[config.mk]
export PLATFORM = sky130hd
export DESIGN_NAME = sram_port_arbiter_flat
export DESIGN_NICKNAME = d
export VERILOG_FILES = /design/src/rtl/sram_port_arbiter_if.sv /design/src/rtl/sram_port_arbiter.sv /design/src/flat_wrapper.sv
export SDC_FILE = /design/constraint.sdc
export NUM_CORES = 1
export LEC_CHECK = 0
export ABC_CLOCK_PERIOD_IN_PS = 2400
export BUFFER_PORTS_ARGS = -buffer_cell sky130_fd_sc_hd__buf_2
export CORE_MARGIN = 2
export CORE_UTILIZATION = 35
export DETAILED_ROUTE_END_ITERATION = 12
export HOLD_SLACK_MARGIN = 0.1
export MAX_ROUTING_LAYER = met4
export PLACE_DENSITY_LB_ADDON = 0.25
export SLEW_MARGIN = 20
export SYNTH_ARGS = -nofsm -noshare
export SYNTH_HDL_FRONTEND = slang
export SYNTH_SLANG_ARGS = --single-unit
[constraint.sdc]
create_clock -name clk -period 2.4 [get_ports clk]
set_clock_uncertainty 0.1 [all_clocks]
set_input_delay 0.48 -clock clk [delete_from_list [all_inputs] [get_ports clk]]
set_output_delay 0.48 -clock clk [all_outputs]
set_load 0.01 [all_outputs]
[src/rtl/sram_port_arbiter_if.sv]
// Bundles the two Avalon-MM requester ports and the SRAM port that the
// arbiter sits between. "slave" is the arbiter's view; "master" is the
// system view (the requesters plus the SRAM that returns readdata).
interface sram_port_arbiter_if #(
    parameter int ADDR_W = 11,
    parameter int DATA_W = 32,
    parameter int BE_W   = 4
);
    logic [ADDR_W-1:0] m0_address,    m1_address;
    logic [BE_W-1:0]   m0_byteenable, m1_byteenable;
    logic              m0_read,       m1_read;
    logic              m0_write,      m1_write;
    logic [DATA_W-1:0] m0_writedata,  m1_writedata;
    logic              m0_waitrequest,   m1_waitrequest;
    logic [DATA_W-1:0] m0_readdata,      m1_readdata;
    logic              m0_readdatavalid, m1_readdatavalid;

    logic [ADDR_W-1:0] sram_address;
    logic [BE_W-1:0]   sram_byteenable;
    logic              sram_chipselect;
    logic              sram_write;
    logic [DATA_W-1:0] sram_writedata;
    logic              sram_clken;
    logic [DATA_W-1:0] sram_readdata;

    modport slave (
        input  m0_address, m0_byteenable, m0_read, m0_write, m0_writedata,
        input  m1_address, m1_byteenable, m1_read, m1_write, m1_writedata,
        output m0_waitrequest, m0_readdata, m0_readdatavalid,
        output m1_waitrequest, m1_readdata, m1_readdatavalid,
        output sram_address, sram_byteenable, sram_chipselect,
        output sram_write, sram_writedata, sram_clken,
        input  sram_readdata
    );

    modport master (
        output m0_address, m0_byteenable, m0_read, m0_write, m0_writedata,
        output m1_address, m1_byteenable, m1_read, m1_write, m1_writedata,
        input  m0_waitrequest, m0_readdata, m0_readdatavalid,
        input  m1_waitrequest, m1_readdata, m1_readdatavalid,
        input  sram_address, sram_byteenable, sram_chipselect,
        input  sram_write, sram_writedata, sram_clken,
        output sram_readdata
    );
endinterface

[src/rtl/sram_port_arbiter.sv]
// Two-requester weighted round-robin arbiter in front of one single-port
// SRAM port with 1-cycle read latency. A requester keeps the port for up to
// HOLD_MAX consecutive grants while the other one is waiting.
module sram_port_arbiter #(
    parameter int ADDR_W   = 11,
    parameter int DATA_W   = 32,
    parameter int BE_W     = 4,
    parameter int HOLD_MAX = 4
) (
    input  logic                 clk,
    input  logic                 reset,
    sram_port_arbiter_if.slave   bus
);
    localparam logic [3:0] HOLD_LIM = 4'(HOLD_MAX);

    logic              req0, req1;
    logic              gnt_valid, gnt_id;
    logic              gnt_rd, gnt_wr;
    logic [ADDR_W-1:0] cmd_addr;
    logic [BE_W-1:0]   cmd_be;
    logic [DATA_W-1:0] cmd_wdata;

    logic              last;
    logic [3:0]        hold_cnt;
    logic              clken_q;
    logic              rd_pend_valid, rd_pend_id;
    logic [ADDR_W-1:0] addr_q;
    logic [BE_W-1:0]   be_q;
    logic [DATA_W-1:0] wdata_q;

    // Grant decision and command mux. hold_cnt == 0 only occurs straight
    // after reset, where "last" is a seed rather than a real owner, so the
    // first contention goes to ~last (m0). No grants while the SRAM clock
    // enable is still low, since such a command would never be clocked in.
    always_comb begin
        req0   = bus.m0_read | bus.m0_write;
        req1   = bus.m1_read | bus.m1_write;
        gnt_id = 1'b0;
        if (req0 && req1) begin
            if (hold_cnt != 4'd0 && hold_cnt < HOLD_LIM)
                gnt_id = last;
            else
                gnt_id = ~last;
        end else if (req1) begin
            gnt_id = 1'b1;
        end
        gnt_valid = clken_q & (req0 | req1);
        gnt_wr    = gnt_id ? bus.m1_write : bus.m0_write;
        gnt_rd    = (gnt_id ? bus.m1_read : bus.m0_read) & ~gnt_wr;
        cmd_addr  = gnt_id ? bus.m1_address    : bus.m0_address;
        cmd_be    = gnt_id ? bus.m1_byteenable : bus.m0_byteenable;
        cmd_wdata = gnt_id ? bus.m1_writedata  : bus.m0_writedata;
    end

    // Requester-facing and SRAM-facing outputs.
    always_comb begin
        bus.m0_waitrequest   = req0 & ~(gnt_valid & ~gnt_id);
        bus.m1_waitrequest   = req1 & ~(gnt_valid &  gnt_id);
        bus.m0_readdata      = bus.sram_readdata;
        bus.m1_readdata      = bus.sram_readdata;
        bus.m0_readdatavalid = rd_pend_valid & ~rd_pend_id;
        bus.m1_readdatavalid = rd_pend_valid &  rd_pend_id;
        bus.sram_chipselect  = gnt_valid;
        bus.sram_write       = gnt_valid & gnt_wr;
        bus.sram_address     = gnt_valid ? cmd_addr  : addr_q;
        bus.sram_byteenable  = gnt_valid ? cmd_be    : be_q;
        bus.sram_writedata   = gnt_valid ? cmd_wdata : wdata_q;
        bus.sram_clken       = clken_q;
    end

    // Arbitration history: owner of the most recent grant and its run length.
    always_ff @(posedge clk or posedge reset) begin
        if (reset) begin
            last     <= 1'b1;
            hold_cnt <= 4'd0;
        end else if (gnt_valid) begin
            if (gnt_id == last) begin
                if (hold_cnt < HOLD_LIM)
                    hold_cnt <= hold_cnt + 4'd1;
            end else begin
                last     <= gnt_id;
                hold_cnt <= 4'd1;
            end
        end
    end

    // Keep the last granted command so the SRAM pins stay stable when idle.
    always_ff @(posedge clk or posedge reset) begin
        if (reset) begin
            addr_q  <= '0;
            be_q    <= '0;
            wdata_q <= '0;
        end else if (gnt_valid) begin
            addr_q  <= cmd_addr;
            be_q    <= cmd_be;
            wdata_q <= cmd_wdata;
        end
    end

    // Read return tag: one entry suffices because latency is exactly one cycle.
    always_ff @(posedge clk or posedge reset) begin
        if (reset) begin
            rd_pend_valid <= 1'b0;
            rd_pend_id    <= 1'b0;
        end else begin
            rd_pend_valid <= gnt_valid & gnt_rd;
            rd_pend_id    <= gnt_id;
        end
    end

    // SRAM clock enable comes up on the first edge after reset release.
    always_ff @(posedge clk or posedge reset) begin
        if (reset)
            clken_q <= 1'b0;
        else
            clken_q <= 1'b1;
    end
endmodule

[src/flat_wrapper.sv]
// flat-port wrapper written by rule: the top's interface ports become plain ports
module sram_port_arbiter_flat 
#(
    parameter int ADDR_W   = 11,
    parameter int DATA_W   = 32,
    parameter int BE_W     = 4,
    parameter int HOLD_MAX = 4
)
  (clk, reset, bus_m0_address, bus_m0_byteenable, bus_m0_read, bus_m0_write, bus_m0_writedata, bus_m1_address, bus_m1_byteenable, bus_m1_read, bus_m1_write, bus_m1_writedata, bus_m0_waitrequest, bus_m0_readdata, bus_m0_readdatavalid, bus_m1_waitrequest, bus_m1_readdata, bus_m1_readdatavalid, bus_sram_address, bus_sram_byteenable, bus_sram_chipselect, bus_sram_write, bus_sram_writedata, bus_sram_clken, bus_sram_readdata);
  sram_port_arbiter_if #(.ADDR_W(ADDR_W), .DATA_W(DATA_W), .BE_W(BE_W)) bus_i ();
  input  logic clk;
  input  logic reset;
  input wire logic [$bits(bus_i.m0_address)-1:0] bus_m0_address;
  input wire logic [$bits(bus_i.m0_byteenable)-1:0] bus_m0_byteenable;
  input wire logic [$bits(bus_i.m0_read)-1:0] bus_m0_read;
  input wire logic [$bits(bus_i.m0_write)-1:0] bus_m0_write;
  input wire logic [$bits(bus_i.m0_writedata)-1:0] bus_m0_writedata;
  input wire logic [$bits(bus_i.m1_address)-1:0] bus_m1_address;
  input wire logic [$bits(bus_i.m1_byteenable)-1:0] bus_m1_byteenable;
  input wire logic [$bits(bus_i.m1_read)-1:0] bus_m1_read;
  input wire logic [$bits(bus_i.m1_write)-1:0] bus_m1_write;
  input wire logic [$bits(bus_i.m1_writedata)-1:0] bus_m1_writedata;
  output wire logic [$bits(bus_i.m0_waitrequest)-1:0] bus_m0_waitrequest;
  output wire logic [$bits(bus_i.m0_readdata)-1:0] bus_m0_readdata;
  output wire logic [$bits(bus_i.m0_readdatavalid)-1:0] bus_m0_readdatavalid;
  output wire logic [$bits(bus_i.m1_waitrequest)-1:0] bus_m1_waitrequest;
  output wire logic [$bits(bus_i.m1_readdata)-1:0] bus_m1_readdata;
  output wire logic [$bits(bus_i.m1_readdatavalid)-1:0] bus_m1_readdatavalid;
  output wire logic [$bits(bus_i.sram_address)-1:0] bus_sram_address;
  output wire logic [$bits(bus_i.sram_byteenable)-1:0] bus_sram_byteenable;
  output wire logic [$bits(bus_i.sram_chipselect)-1:0] bus_sram_chipselect;
  output wire logic [$bits(bus_i.sram_write)-1:0] bus_sram_write;
  output wire logic [$bits(bus_i.sram_writedata)-1:0] bus_sram_writedata;
  output wire logic [$bits(bus_i.sram_clken)-1:0] bus_sram_clken;
  input wire logic [$bits(bus_i.sram_readdata)-1:0] bus_sram_readdata;
  assign bus_i.m0_address = bus_m0_address;
  assign bus_i.m0_byteenable = bus_m0_byteenable;
  assign bus_i.m0_read = bus_m0_read;
  assign bus_i.m0_write = bus_m0_write;
  assign bus_i.m0_writedata = bus_m0_writedata;
  assign bus_i.m1_address = bus_m1_address;
  assign bus_i.m1_byteenable = bus_m1_byteenable;
  assign bus_i.m1_read = bus_m1_read;
  assign bus_i.m1_write = bus_m1_write;
  assign bus_i.m1_writedata = bus_m1_writedata;
  assign bus_m0_waitrequest = bus_i.m0_waitrequest;
  assign bus_m0_readdata = bus_i.m0_readdata;
  assign bus_m0_readdatavalid = bus_i.m0_readdatavalid;
  assign bus_m1_waitrequest = bus_i.m1_waitrequest;
  assign bus_m1_readdata = bus_i.m1_readdata;
  assign bus_m1_readdatavalid = bus_i.m1_readdatavalid;
  assign bus_sram_address = bus_i.sram_address;
  assign bus_sram_byteenable = bus_i.sram_byteenable;
  assign bus_sram_chipselect = bus_i.sram_chipselect;
  assign bus_sram_write = bus_i.sram_write;
  assign bus_sram_writedata = bus_i.sram_writedata;
  assign bus_sram_clken = bus_i.sram_clken;
  assign bus_i.sram_readdata = bus_sram_readdata;
  sram_port_arbiter #(.ADDR_W(ADDR_W), .DATA_W(DATA_W), .BE_W(BE_W), .HOLD_MAX(HOLD_MAX)) u_core (.clk(clk), .reset(reset), .bus(bus_i));
endmodule
Word-level counts from Yosys, hierarchy flattened
Index checks and enable logic that the tools add are counted.
Operators by class
  $lt $le $gt $ge: 1
  bitwise operators: 20
  equality and inequality tests: 2
  add/subtract/negate cells: 1
  reduce and logical (&&, ||, !) cells: 5
  muxes and demuxes: 13
Operator list (count)
  $mux W32: 2
  $mux W11: 2
  $mux W4: 4
  $and A1 B1 Y1: 10
  $not A1 Y1: 7
  $mux W1: 5
  $add A4 B1 Y4 const B: 1
  $lt A4 B3 Y1 const B: 1
  $reduce_and A2 Y1: 2
  $reduce_bool A4 Y1: 1
  $or A1 B1 Y1: 3
  $logic_and A1 B1 Y1: 2
  $ne A2 B2 Y1 const B: 1
  $eq A1 B1 Y1: 1
Word-level totals
  input bits: 132
  output and inout port bits: 118
  bits in registers: 55

Longest topological paths before layout
Gate-level depths: netlist of run 1.
  depth after elaboration: 8
  depth in mapped cells: 8

Worst setup path after synthesis of run 1
OpenSTA, ideal clock, no wires.
  path type: register to output
  from: reg u_core.hold_cnt[0]
  to: out bus_sram_address[0]
  slack: 7 ps
  data required time: 1820 ps
  path buffers: 2
  data arrival time: 1813 ps
  cell stages (with the launch flop): 9
  cells stage by stage: dfrtp_1 > inv_1 > ha_1 > nor3_4 > xnor2_1 > o211a_1 > buf_6 > buf_6 > a221o_1
On the way
  cells in the longest elaborated chain, start to end: 6
  elaborated cells on any way between the ends: 7
Ends and longest elaborated chain
  start, declared: line sram_port_arbiter.sv:24  | logic [3:0] hold_cnt;
  start signal, assigned: line sram_port_arbiter.sv:79  | hold_cnt <= hold_cnt + 4'd1;
  $lt A4 B3 Y1 / $reduce_bool A4 Y1 (equally long branches): line sram_port_arbiter.sv:40  | if (hold_cnt != 4'd0 && hold_cnt < HOLD_LIM)
  $logic_and A1 B1 Y1 (*): line sram_port_arbiter.sv:40
  $mux W1 (*): line sram_port_arbiter.sv:40
  $mux W1 (*): line sram_port_arbiter.sv:39  | if (req0 && req1) begin
  $mux W11 (*): line sram_port_arbiter.sv:50  | cmd_addr = gnt_id ? bus.m1_address : bus.m0_address;
  $mux W11 (*): line sram_port_arbiter.sv:65  | bus.sram_address = gnt_valid ? cmd_addr : addr_q;
  end, declared: line flat_wrapper.sv:29  | output wire logic [$bits(bus_i.sram_address)-1:0] bus_sram_address;
Every way passes the cells marked *; elsewhere a longest branch is shown, timed or not.

Worst setup path in the final report of run 1
  from: reg u_core.hold_cnt[0]
  to: out bus_sram_byteenable[2]
On the way
  cells in the longest elaborated chain, start to end: 6
  elaborated cells on any way between the ends: 7
Ends and longest elaborated chain
  $lt A4 B3 Y1 / $reduce_bool A4 Y1 (equally long branches): line sram_port_arbiter.sv:40
  $logic_and A1 B1 Y1 (*): line sram_port_arbiter.sv:40
  $mux W1 (*): line sram_port_arbiter.sv:40
  $mux W1 (*): line sram_port_arbiter.sv:39
  $mux W4 (*): line sram_port_arbiter.sv:51  | cmd_be = gnt_id ? bus.m1_byteenable : bus.m0_byteenable;
  $mux W4 (*): line sram_port_arbiter.sv:66  | bus.sram_byteenable = gnt_valid ? cmd_be : be_q;
  end, declared: line flat_wrapper.sv:30  | output wire logic [$bits(bus_i.sram_byteenable)-1:0] bus_sram_byteenable;
Marks and branches as above.

==> results of run 1 <==
-- through the flow --
step	setup TNS (ps)	std cells	hold WS [ps]	cell area, µm²
after floorplan	0	278	391	3020
after global placement	-81.6	495	453	3720
after detailed placement	-787	495	457	3720
after CTS	-15880	507	119	3920
after global routing	-21320	520	135	4070
final	-15260	520	111	4070
-- flip-flops by register name (all words and copies together), names as in the netlist --
name and count:
u_core.addr_q 11, u_core.rd_pend_id 1, u_core.bus.sram_clken 1, u_core.wdata_q 32, u_core.hold_cnt 4, u_core.last 1
u_core.rd_pend_valid 1, u_core.be_q 4
-- cells in the final DEF, fill, tap and decap left out, types with 2 or more instances in the layout --
cell type and n:
inv_2 3, buf_16 2, nand2_1 3, o21ai_0 4, a221o_1 47, a21oi_1 5
buf_2 152, clkbuf_8 7, buf_4 48, or2_2 2, nor2_1 4, buf_12 5
clkbuf_16 2, dfrtp_1 54, and2_1 50
-- per-layer routing --
| layer | GRT usage | wire [µm] |
|---|---|---|
| met1 | 0.215 | 3380 |
| met2 | 0.256 | 3630 |
| met3 | 0.0390 | 598 |
| met4 | 0.0650 | 231 |
| met5 | - | 0 |
-- synthesized netlist by cell type, drive strengths merged --
cell    count  share of area
o31a        1         0.0029
conb        1         0.0012
a21o        1         0.0025
nor4        1         0.0021
clkbuf      9          0.012
and2       50           0.10
o211a       1         0.0033
buf        72           0.18
a221o      47           0.16
ha          2         0.0083
nand2       3         0.0037
mux2i       1         0.0033
o21ai       5         0.0095
nor2b       1         0.0021
dfrtp      54           0.45
xnor2       1         0.0029
o21a        1         0.0025
a22o        1         0.0029
nand3       1         0.0017
a211oi      1         0.0025
nor3b       2         0.0050
dfstp       1         0.0087
a211o       1         0.0029
and3b       1         0.0029
or2         3         0.0062
a21oi       6         0.0099
inv         4         0.0050
nor3        2         0.0070
nor2        4         0.0050
-- cell families (layout without fill, tap and decap cells) --
kind of cell	count (synthesis)	in the layout
xor gates and xnor gates	1	1
DFF	55	55
muxes	1	1
other	1	1
and+or+nand+nor	68	68
adders and majority gates	2	2
AOI/OAI and AO/OA	65	65
buffers and inverters	85	222
-- final timing paths --
| path | endpoint | start | depth (start not counted) |
|---|---|---|---|
| worst max-delay path | bus_sram_byteenable[2] | u_core.hold_cnt[0] | 8 |
| worst min-delay path | u_core.addr_q[8] | reset | 2 |
| worst max register to register | u_core.addr_q[8] | u_core.hold_cnt[0] | 9 |
| worst min register to register | u_core.hold_cnt[2] | u_core.hold_cnt[2] | 1 |
| max in group asynchronous | u_core.last | reset | 3 |
| min in group clk | u_core.wdata_q[2] | bus_m0_writedata[2] | 2 |
-- worst max-delay path, stage by stage, from the launching register on --
cell and delay (ps):
dfrtp_1 370, inv_2 60, ha_4 160, nor3_4 160
xnor2_2 100, o211a_4 320, clkbuf_16 200, a221o_1 370
buf_2 150
-- cell type report --
cell class	count	area [µm²]
clock buffer	8	100
fill	790	4230
inverter	4	15.0
multi-input combinational	138	1110
sequential	55	1380
tap	105	131
timing repair buffer	210	1340
-- report_power, final --
group	internal, mW	total (mW)	switching [mW]
clock network	0.264	0.552	0.288
logic	1.62	2.90	1.28
registers	1.36	1.48	0.119
total	3.24	4.92	1.68
-- repair_timing --
action	in CTS	in global routing
endpoints found under the setup margin	49	50
resized for setup	9	4
endpoints found under the hold margin	0	0
gates cloned	2	2
pin swaps	9	13
buffers inserted	2	11
==> reports/metrics.yaml, run 1 <==
logic_synthesis:
  synth_cells: 278
  synth-seq-area-share: 0.456
  synth_top_family_by_area: "buffers and inverters"
  synth_adder_area_share: 0.00828
  synth_fp_nets: 412
  synthMuxAreaShare: 0.00331
  synth_compound_area_frac: 0.195
  synth_xor_area_frac: 0.00290
  synth_cell_type_count: 34
  ys_seq_elements: 55
  synth_area_mm2: 0.00302
  avgSynthCellArea_um2: 10.9
  synthSimpleGateAreaFrac: 0.139
  ys_warn_count: 0
route:
  drtIter0Drc: 105
  via_per_inst: 4.90
  wl_per_cell_um: 15.1
  drt_pass1_iterations: 4
  vias: 2550
  drt-total-wl_mm: 7.84
  drcViolationCount: 0
  ant_nets: 0
run:
  cap_viol_max_count: 0
critical_path:
  worstPathRequired_ps: 1820
  path_class: "register to output port"
  end_kind: "output port"
  start_kind: "register"
  worstPathMaxFanout: 11
  arrival_ps: 2190
  r2r_slack_ps: 220
clocking:
  clk_pin_slew_ps: 90
  cts_hold_buf: 0
  cts.sinks: 55
  cts_made_buffers: 5
  clockRootBuffer: "clkbuf_8"
  clock_path_buffers: 2
  cts_tree: "yes"
  insertion_delay_ps: 300
  htreeDepth: 2
placement:
  pre_cts_ws_ps: -67.3
  gp_congestion: 0.736
  dp_hpwl_mm: 5.42
  port_buffers: 153
power_and_ir_drop:
  finalPower_mw: 4.92
  peakVddDrop_mv: 0.436
  powerDensity_mw_per_mm2: 1210
  leakage_nw: 2.11
grt:
  grt_pass1_wl_mm: 12.6
  grt_max_degree: 33
  grt_pass1_vias: 2547
  antenna_found_initial: 0
  grtUsageTotal: 0.167
  overflow: 0
timing:
  tightestPinTransition_ps: 531
  setup-violations-final: 49
  rsz0062_at_grt: "yes"
  maxSlewViolCount: 0
  max_slew_margin: 0.645
  finalCritPeriodShare: 1.15
  fmax_ghz: 0.361
  finalCriticalPeriod_ps: 2770
  timing.final.ws_setup_ps: -368
  hold_viol: 0
layout:
  utilization: 0.490
  n_antenna_cell: 0
  area.growth.synth_to_final_pct: 34.6
  drive_gt1_frac: 0.559
  layout.nets: 548
status:
  outcome: "finished with violations"
  violations: "negative setup slack"
die:
  ios: 250
  die_h_um: 96.9
  initial_core_util: 0.364
  die_area_mm2: 0.00940
  row_count: 33
  core_area_mm2: 0.00830
  die_x_um: 96.9
min_path:
  hp-class: "input pin to async pin"
Power figures use the tool's default switching activity.
==> run 2, diff against run 1 <==
Settings changed: SKIP_CTS_REPAIR_TIMING set to 1.
==> run 2 against run 1 <==
Against the previous run:
- the flow still finishes with violations (negative setup slack)
- cell count is 0.58% lower
- flip-flop and latch count stayed put
- setup slack improved by 46 ps
- worst hold slack lost 0.75 ps
- highest routed layer unchanged
- sequential share of layout area grew 0.33 points
- via count decreased by 0.63%
- wire length decreased by 2.0%
- combinational power hardly changed
- total power shrank 0.21%
- fmax rose by 1.7%
- global-route usage decreased by 0.61 points
==> reports/metrics.yaml, run 2 (synthesized netlist as in run 1, its figures left out) <==
power_and_ir_drop:
  power_switching_mw: 1.68  # about the same
  leakage_nw: 2.09  # was 2.11 nW
  seq_power_share: 0.301  # was 0.300
  p_clk_frac: 0.113  # was 0.112
  intPower_mw: 3.23  # was 3.24 mW
  powerDensity_mw_per_mm2: 1220  # was 1210 mW/mm²
  p_sw_frac: 0.343  # was 0.342
  comb_power_share: 0.587  # was 0.588
  peakVddDrop_mv: 0.436  # about the same
clocking:
  cts.sinks: 55  # unchanged
  cts_made_buffers: 5  # unchanged
  clock_path_buffers: 2  # unchanged
  clockRootBuffer: "clkbuf_8"  # unchanged
  cts_tree: "yes"  # unchanged
  clk_pin_slew_ps: 90  # about the same
  insertion_delay_ps: 300  # about the same
  htreeDepth: 2  # unchanged
layout:
  layout_commonest_cell: "buf_2"  # unchanged
  largest_reg_flops: 32  # unchanged
  fin_cells: 517  # was 520
  area.growth.synth_to_final_pct: 33.4  # was 34.6%
  layout.nets: 545  # was 548
  regMostFlops: "u_core.wdata_q"  # unchanged
  top_regs: "u_core.wdata_q: 32 flops, u_core.addr_q: 11 flops"  # unchanged
  drive_gt1_frac: 0.566  # was 0.559
  n_antenna_cell: 0  # unchanged
  fillers: 791  # was 790
  utilization: 0.486  # was 0.490
  final_cell_mix: "buf_2, dfrtp_1, and2_1"  # unchanged
route:
  via_per_inst: 4.90  # about the same
  drt-total-wl_mm: 7.68  # was 7.84 mm
  wl_per_cell_um: 14.8  # was 15.1 µm
  vias: 2534  # was 2550
  ant_nets: 0  # unchanged
  drt_pass1_iterations: 4  # unchanged
  drtIter0Drc: 115  # was 105
  drcViolationCount: 0  # unchanged
die:
  row_count: 33  # unchanged
  ios: 250  # unchanged
  die_area_mm2: 0.00940  # unchanged
  die_x_um: 96.9  # unchanged
  die_h_um: 96.9  # unchanged
  core_area_mm2: 0.00830  # unchanged
  initial_core_util: 0.364  # unchanged
critical_path:
  worstPathRequired_ps: 1820  # about the same
  r2r_slack_ps: 280  # was 220 ps
  end_kind: "output port"  # unchanged
  start_kind: "register"  # unchanged
  path_class: "register to output port"  # unchanged
  arrival_ps: 2140  # was 2190 ps
  worstPathMaxFanout: 13  # was 11
placement:
  gp_congestion: 0.736  # unchanged
  place_inst: 495  # unchanged
  dp_hpwl_mm: 5.42  # unchanged
  port_buffers: 153  # unchanged
timing:
  fmax_ghz: 0.367  # was 0.361 GHz
  rsz0062_at_grt: "yes"  # unchanged
  setup-violations-final: 50  # was 49
  maxSlewViolCount: 0  # unchanged
  hold_viol: 0  # unchanged
  tightestPinTransition_ps: 530  # was 531 ps
  finalCritPeriodShare: 1.13  # was 1.15
  max_slew_margin: 0.646  # was 0.645
  timing.final.ws_setup_ps: -322  # was -368 ps
  finalCriticalPeriod_ps: 2720  # was 2770 ps
grt:
  grt_pass1_vias: 2526  # was 2547
  grt_max_degree: 33  # unchanged
  antenna_found_initial: 0  # unchanged
  grtUsageTotal: 0.161  # was 0.167
  grt_pass1_wl_mm: 12.2  # was 12.6 mm
  overflow: 0  # unchanged
run:
  cap_viol_max_count: 0  # unchanged
status:
  outcome: "finished with violations"  # unchanged
  violations: "negative setup slack"  # unchanged
min_path:
  hp-class: "input pin to async pin"  # unchanged
-- run 2: changes by cell type in the layout (fill, tap and decap cells not counted), moves of 2 or more --
cell     before  now
a21oi_1       5    3
buf_4        48   45
buf_16        2    0
a21oi_2       0    2
buf_6         1    3
-- run 2: through the flow --
stage | setup TNS (ps) | setup WS [ps] | area, µm² | hold WS (ps) | total power, mW
floorplan | 0 | 7.36 | 3020 | 391 | 2.91
global placement | -81.6 | -38.9 | 3720 | 453 | 3.93
detailed placement | -787 | -67.3 | 3720 | 457 | 3.95
CTS | -17650 | -413 | 3820 | 119 | 4.53
global route | -20210 | -446 | 4030 | 135 | 5.27
finish | -14160 | -322 | 4030 | 111 | 4.91
-- run 2: worst max-delay path, cell delays in order (launching register included) --
cell,delay [ps]
dfrtp_1,370
inv_2,60
ha_4,160
nor3_4,160
xnor2_2,100
o211a_4,290
clkbuf_16,190
a221o_1,370
buf_2,150
-- run 2: area by class of cell --
type                            instances  area (µm²)  area share
Inverter                                4        15.0     0.00372
Sequential cell                        55        1380       0.342
Multi-Input combinational cell        138        1120       0.279
Timing Repair Buffer                  207        1280       0.318
Clock buffer                            8         100      0.0248
Tap cell                              105         131      0.0326
-- run 2: power groups by stage --
stage	sequential [mW]	clock, mW	combinational [mW]
finish	1.48	0.553	2.88
global route	1.53	0.614	3.13
CTS	1.47	0.581	2.48
detailed placement	1.49	0	2.46
global placement	1.48	0	2.45
floorplan	1.44	0	1.46
-- run 2: final timing paths --
check / start / end / cells after the start
setup reg to reg: u_core.hold_cnt[0] / u_core.wdata_q[25] / 9
max in group asynchronous: reset / u_core.last / 3
hold reg to reg: u_core.hold_cnt[2] / u_core.hold_cnt[2] / 1
setup / recovery: u_core.hold_cnt[0] / bus_sram_writedata[5] / 8
hold / removal: reset / u_core.addr_q[8] / 2
min in group clk: bus_m1_writedata[2] / u_core.wdata_q[2] / 2
-- run 2: layer usage --
| metal | GRT usage | vias to the layer above | wire length [µm] | part of all wire |
|---|---|---|---|---|
| met1 | 0.200 | 1198 | 3320 | 0.43 |
| met4 | 0.0661 | 0 | 231 | 0.030 |
| li1 | - | 1194 | - | - |
| met2 | 0.251 | 115 | 3550 | 0.46 |
| met3 | 0.0405 | 27 | 575 | 0.075 |
| met5 | - | - | 0 | 0 |
